==> src/rtl/clkdiv_pkg.sv <==
// rtl/clkdiv_pkg.sv - defaults and channel-index width helper for the programmable clock divider
package clkdiv_pkg;

    localparam int DEF_NCH     = 4;
    localparam int DEF_DIV_W   = 8;
    localparam int DEF_DEF_DIV = 4;

    function automatic int ch_width(input int n);
        return (n <= 1) ? 1 : $clog2(n);
    endfunction

endpackage

==> src/rtl/clkdiv_chan.sv <==
// rtl/clkdiv_chan.sv - one divider channel: counter, live/shadow divisor, tick and square-wave outputs
module clkdiv_chan
    import clkdiv_pkg::*;
#(
    parameter int DIV_W   = DEF_DIV_W,
    parameter int DEF_DIV = DEF_DEF_DIV
) (
    input  logic             hclkin,
    input  logic             reset,
    input  logic             en,
    input  logic             calib,
    input  logic             load,
    input  logic [DIV_W-1:0] load_div,
    output logic             tick,
    output logic             clkout,
    output logic             pend
);

    logic [DIV_W-1:0] cnt, div_cur, div_new;
    logic [DIV_W-1:0] cnt_nxt, div_cur_nxt, div_new_nxt;
    logic             pend_nxt, tick_nxt, clkout_nxt, wrap;
    logic [DIV_W:0]   half;

    always_comb begin
        cnt_nxt     = cnt;
        div_cur_nxt = div_cur;
        div_new_nxt = div_new;
        pend_nxt    = pend;
        tick_nxt    = 1'b0;
        clkout_nxt  = clkout;
        wrap        = 1'b0;
        half        = '0;
        if (calib) begin
            cnt_nxt    = '0;
            clkout_nxt = 1'b0;
            if (pend) begin
                div_cur_nxt = div_new;
                pend_nxt    = 1'b0;
            end
        end else if (en) begin
            if (div_cur == '0) begin
                cnt_nxt    = '0;
                clkout_nxt = 1'b0;
                if (pend) begin
                    div_cur_nxt = div_new;
                    pend_nxt    = 1'b0;
                end
            end else begin
                wrap     = (cnt >= div_cur - DIV_W'(1));
                cnt_nxt  = wrap ? '0 : cnt + DIV_W'(1);
                tick_nxt = wrap;
                // a divisor only swaps in at a wrap so no period is ever cut short
                if (wrap && pend) begin
                    div_cur_nxt = div_new;
                    pend_nxt    = 1'b0;
                end
                half       = ({1'b0, div_cur_nxt} + (DIV_W+1)'(1)) >> 1;
                clkout_nxt = ({1'b0, cnt_nxt} < half);
            end
        end
        // load is only offered while pend is clear, so it never races an apply
        if (load) begin
            div_new_nxt = load_div;
            pend_nxt    = 1'b1;
        end
    end

    always_ff @(posedge hclkin) begin
        if (reset) begin
            cnt     <= '0;
            div_cur <= DIV_W'(DEF_DIV);
            div_new <= '0;
            pend    <= 1'b0;
            tick    <= 1'b0;
            clkout  <= 1'b0;
        end else begin
            cnt     <= cnt_nxt;
            div_cur <= div_cur_nxt;
            div_new <= div_new_nxt;
            pend    <= pend_nxt;
            tick    <= tick_nxt;
            clkout  <= clkout_nxt;
        end
    end

endmodule

==> src/rtl/clkdiv_prog.sv <==
// rtl/clkdiv_prog.sv - multi-channel programmable divider top: cfg decode and ready mux
module clkdiv_prog
    import clkdiv_pkg::*;
#(
    parameter int NCH     = DEF_NCH,
    parameter int DIV_W   = DEF_DIV_W,
    parameter int DEF_DIV = DEF_DEF_DIV
) (
    input  logic                      hclkin,
    input  logic                      reset,
    input  logic                      cfg_valid,
    output logic                      cfg_ready,
    input  logic [ch_width(NCH)-1:0]  cfg_ch,
    input  logic [DIV_W-1:0]          cfg_div,
    input  logic                      calib,
    input  logic [NCH-1:0]            en,
    output logic [NCH-1:0]            tick,
    output logic [NCH-1:0]            clkout,
    output logic [NCH-1:0]            pend
);

    localparam int CH_W = ch_width(NCH);

    // out-of-range channels stay ready so their transfers are swallowed
    always_comb begin
        cfg_ready = 1'b1;
        for (int i = 0; i < NCH; i++) begin
            if (cfg_ch == CH_W'(i)) cfg_ready = ~pend[i];
        end
    end

    for (genvar g = 0; g < NCH; g++) begin : g_chan
        logic load;
        assign load = cfg_valid & cfg_ready & (cfg_ch == CH_W'(g));

        clkdiv_chan #(
            .DIV_W  (DIV_W),
            .DEF_DIV(DEF_DIV)
        ) u_chan (
            .hclkin  (hclkin),
            .reset   (reset),
            .en      (en[g]),
            .calib   (calib),
            .load    (load),
            .load_div(cfg_div),
            .tick    (tick[g]),
            .clkout  (clkout[g]),
            .pend    (pend[g])
        );
    end

endmodule

==> config.mk <==
export PLATFORM = sky130hd
export DESIGN_NAME = clkdiv_prog
export DESIGN_NICKNAME = d
export VERILOG_FILES = /design/src/rtl/clkdiv_pkg.sv /design/src/rtl/clkdiv_chan.sv /design/src/rtl/clkdiv_prog.sv
export SDC_FILE = /design/constraint.sdc
export NUM_CORES = 1
export LEC_CHECK = 0
export CORE_UTILIZATION = 51
export DETAILED_ROUTE_END_ITERATION = 12
export PLACE_DENSITY = 0.67
export REMOVE_ABC_BUFFERS = 1
export SLEW_MARGIN = 20
export SYNTH_ARGS = -nofsm -noshare
export SYNTH_HDL_FRONTEND = slang
export SYNTH_SLANG_ARGS = --single-unit
==> constraint.sdc <==
create_clock -name hclkin -period 12.75 [get_ports hclkin]
set_input_delay 2.55 -clock hclkin [delete_from_list [all_inputs] [get_ports hclkin]]
set_output_delay 2.55 -clock hclkin [all_outputs]
set_load 0.05 [all_outputs]
# After elaboration in Yosys (flattened, before gate mapping)
# Cells that the tools add are included.
dict set report classes {
  addsub 12
  mul 0
  div_mod_pow 0
  n_lt_le_gt_ge 8
  eq_ne 3
  shift 0
  n_mux 68
  n_bitwise 13
  n_reduce_logical 30
}
# operator n
set op_table {}
lappend op_table {{two-way mux 8 bit} 40}
lappend op_table {{adder 8 x 1 -> 9 bit, second input constant} 4}
lappend op_table {{adder 8 x 1 -> 8 bit, second input constant} 4}
lappend op_table {{>= comparator 8 bit} 4}
lappend op_table {{zero test 8 bit} 4}
lappend op_table {{less-than comparator 8 bit} 4}
lappend op_table {{subtractor 8 x 1 -> 8 bit, second input constant} 4}
lappend op_table {{two-way mux 1 bit} 28}
lappend op_table {{nonzero test 4 bit} 4}
lappend op_table {{OR reduction 4 bit} 4}
lappend op_table {{nonzero test 3 bit} 4}
lappend op_table {{NOT 1 bit} 8}
lappend op_table {{AND reduction 2 bit} 4}
lappend op_table {{nonzero test 2 bit} 4}
lappend op_table {{bitwise AND 1 bit} 5}
lappend op_table {{== test 2 bit, second input constant} 2}
lappend op_table {{logical AND 1 bit} 4}
lappend op_table {{== test 2 x 1 -> 1 bit, second input constant} 1}
lappend op_table {{zero test 2 bit} 1}
lappend op_table {{OR reduction 2 bit} 1}
dict set report totals {
  register_bits 108
  latch_bits 0
  ram_bits 0
  mem_bits_ro 0
  input_bits 18
  wordCells 158
  n_memories 0
}

# Logic depth before layout (Yosys ltp)
dict set report logic_depth {
  word_depth 10
  depth_mapped 22
}

# Cells and area by module
# Synthesis repeated with hierarchy kept, for this count alone.
dict set report unflattened {
  cells_unflattened 980
  hier_area_um2 8438.1
}
# module instances cells_per_inst area_per_inst_um2 seq_area_each_um2
set by_module_without_submodules {}
lappend by_module_without_submodules {{clkdiv_chan at g_chan[0].u_chan ...} 3 240 2084.5 540.5}
lappend by_module_without_submodules {{clkdiv_chan at g_chan[1].u_chan} 1 253 2123.3 540.5}
lappend by_module_without_submodules {clkdiv_prog 1 7 61.3 0.0}

# Least setup slack after synthesis
# No wires, ideal clock.
dict set report synth_path {
  path_kind {input port to output port}
  startpoint {input cfg_ch[1]}
  endpoint {output cfg_ready}
  arrival_ns 3.393
  setup_slack_ns 6.807
  stages 3
  n_path_buf 1
  cell_sequence {clkbuf_1 mux4_2 inv_1}
}
dict set report synth_between {
  elab_chain_cells 5
}
# item line
set synth_rtl {}
lappend synth_rtl {{from (decl)} clkdiv_prog.sv:13} ;# input logic [ch_width(NCH)-1:0] cfg_ch,
lappend synth_rtl {{zero test 2 bit} clkdiv_prog.sv:28} ;# if (cfg_ch == CH_W'(i)) cfg_ready = ~pend[i];
lappend synth_rtl {{two-way mux 1 bit (3 in a row)} clkdiv_prog.sv:28}
lappend synth_rtl {{two-way mux 1 bit *} clkdiv_prog.sv:28}
lappend synth_rtl {{to (decl)} clkdiv_prog.sv:12} ;# output logic cfg_ready,
# Mark *: on every way between the ends. The rest lies on a longest branch, timed or not.

# Worst setup path after layout
dict set report layout_path {
  startpoint {input cfg_ch[0]}
  endpoint {output cfg_ready}
}
# Same word-level chain as after synthesis.

==> flow_summary_export.csv <==
group,metric,value,unit
synth,async_flop_share,0,
power,ir_drop,0.0000649,V
floorplanning,fp.dieH,125,um
clock_network,h-tree-depth,3,
grt,grt_pass1_wl,29200,um
clock_network,cts.root.buffer_cell,"clkbuf_16",
clock_network,postCtsResizedCells,0,
floorplanning,die_area,15500,um2
run_status,run_status,"finished clean",
synth,synth_seq_cells,108,
final_layout,layout_common_cells,"nand2_1 (115), dfxtp_1 (108), nor2_1 (92)",
worst_setup_path,startpoint_type,"input port",
worst_setup_path,path_max_fanout,4,
routing,drt.antenna.violating_nets,0,
routing,totalWireLength,17000,um
clock_network,cts_hold_buffers,0,
floorplanning,design.portCount,31,
timing,slew_violations,0,
grt,gr-total-overflow,0,
grt,grt_pass1_vias,5813,
power,p_per_area,84.8,nW/um2
final_layout,diodes,0,
worst_setup_path,r2r_setup_slack,7.45,ns
timing,hold_viol,0,
timing,post-route-period-util,0.548,
grt,antenna_found_initial,0,
worst_setup_path,end_kind,"output pin",
floorplanning,core_area,14600,um2
power,p_leak,3.31,nW
synth,netlist_instances,939,
timing,worst_slack,5.76,ns
min_path,holdPathStages,2,
synth,yosys_warnings,0,
final_layout,final_common_cell,"nand2_1",
timing,fin_crit,6.99,ns
grt,track_usage,0.229,
final_layout,layout-drive-gt1-share,0.0505,
final_layout,nets,1020,
timing,worstMarginPinSlew,0.919,ns
grt,grt_max_degree,82,
clock_network,clock_path_buffers,2,
floorplanning,rows,44,
placement,portBuffers,30,
floorplanning,start_util,0.525,
routing,via_per_inst,5.62,
placement,dp_hpwl,12800,um
final_layout,area_delta_synth_final,7.19,%
synth,syn_area_per_cell,8.15,um2
placement,place_ws,5.76,ns
timing,rsz0062_at_grt,"no",
synth,ys_seq_area_frac,0.282,
min_path,hold_class,"flip-flop to flip-flop",
clock_network,clkLatencyLatePin,0.36,ns
clock_network,clk_pin_slew,0.07,ns
timing,fmax,0.143,GHz
power,finalPower,0.696,mW
routing,first_iter_violations,374,
placement,place.gp.congestion,0.822,
timing,slew-limit-headroom,0.382,
flow_run,drv_cap,0,
synth,synthDistinctLibCells,65,
routing,vias,6265,
floorplanning,fp.dieW,125,um
timing,setup_viol,0,
routing,drc,0,
routing,first_pass_iters,5,
clock_network,cts_tree,"yes",
synth,synth_flop_cell,"dfxtp_1",
worst_setup_path,worstPathArrival,4.44,ns
timing,tns,0,ns
routing,wl_per_cell,15.3,um
worst_setup_path,critPathKind,"input port to output pin",
synth,syn-cell-area,7650,um2
worst_setup_path,r2r_cells,19,
clock_network,cts_sinks,108,
worst_setup_path,required,10.20,ns
timing,clock_skew,0.00605,ns
synth,synth_edf_count,0,
clock_network,cts_buffers,9,
clock_network,cts_setup_buffers,0,
-- registers in the layout, summed over array words and instances (netlist names) --
signal	flops
g_chan.u_chan.div_cur	32
g_chan.u_chan.clkout	4
g_chan.u_chan.div_new	32
g_chan.u_chan.cnt	32
g_chan.u_chan.tick	4
g_chan.u_chan.pend	4
-- power by group --
group / internal, mW / total, mW / switching [mW]
Combinational: 0.0255 / 0.0617 / 0.0361
Sequential: 0.343 / 0.353 / 0.0101
Clock: 0.142 / 0.281 / 0.140
Total: 0.510 / 0.696 / 0.186
-- routing by layer --
layer  vias to the layer above  wire length (um)  track usage
met5                         -                 0            0
met4                         0               375       0.0758
met3                        23               465       0.0408
met2                        87              7900        0.377
met1                      2882              8300        0.303
li1                       3273                 -            -
-- synth_stat cells (20+ instances only) --
cell	instances	area, um2
dfxtp_1	108	2160
xnor2_1	40	350
inv_1	24	90.1
nand2_1	115	432
mux2i_1	34	340
ha_1	76	951
nor2_1	92	345
nand2b_1	24	150
nand3_1	50	250
a21oi_1	61	305
clkbuf_1	32	120
o21ai_0	29	145
xor2_1	50	438
and3_1	20	125
a22o_1	21	184
-- final timing paths --
check | start | endpoint
max reg2reg | g_chan[3].u_chan.div_cur[2] | g_chan[3].u_chan.clkout
min | g_chan[2].u_chan.cnt[7] | g_chan[2].u_chan.cnt[7]
max | cfg_ch[0] | cfg_ready
min reg2reg | g_chan[2].u_chan.cnt[7] | g_chan[2].u_chan.cnt[7]
-- per-stage QoR --
stage                util  hold WS, ns  std cells  cell area, um2
floorplan               -        0.462        882            7360
global placement    0.542        0.489       1099            7910
detailed placement  0.542        0.495       1099            7910
CTS                 0.562        0.506       1115            8210
global route        0.562        0.525       1115            8210
finish              0.562        0.501       1115            8210
-- final cells by class --
class                   count  area [um2]
fillers                  1316        6380
multi-input cells         750        5110
flip-flops and latches    108        2160
repair buffers             33         318
clock buffers              10         239
well taps                 184         230
inverters                  24        90.1
clock inverters             6        53.8
-- logic make-up (layout without fill, tap and decap cells) --
| logic type | after synthesis | after routing | synth area share |
|---|---|---|---|
| flip-flops | 108 | 108 | 0.282 |
| buffers and inverters | 81 | 73 | 0.0497 |
| XOR/XNOR | 90 | 90 | 0.103 |
| multiplexers | 43 | 43 | 0.0592 |
| AO/OA/AOI/OAI | 169 | 169 | 0.145 |
| AND/OR/NAND/NOR | 372 | 372 | 0.236 |
| adder cells (fa/ha/maj) | 76 | 76 | 0.124 |
-- worst max-delay path, cell delays in order --
cell and delay (ns):
clkdlybuf4s50_1 0.53, mux4_2 0.51, inv_1 0.06, clkdlybuf4s50_1 0.79
Power figures use the tool's default switching activity.
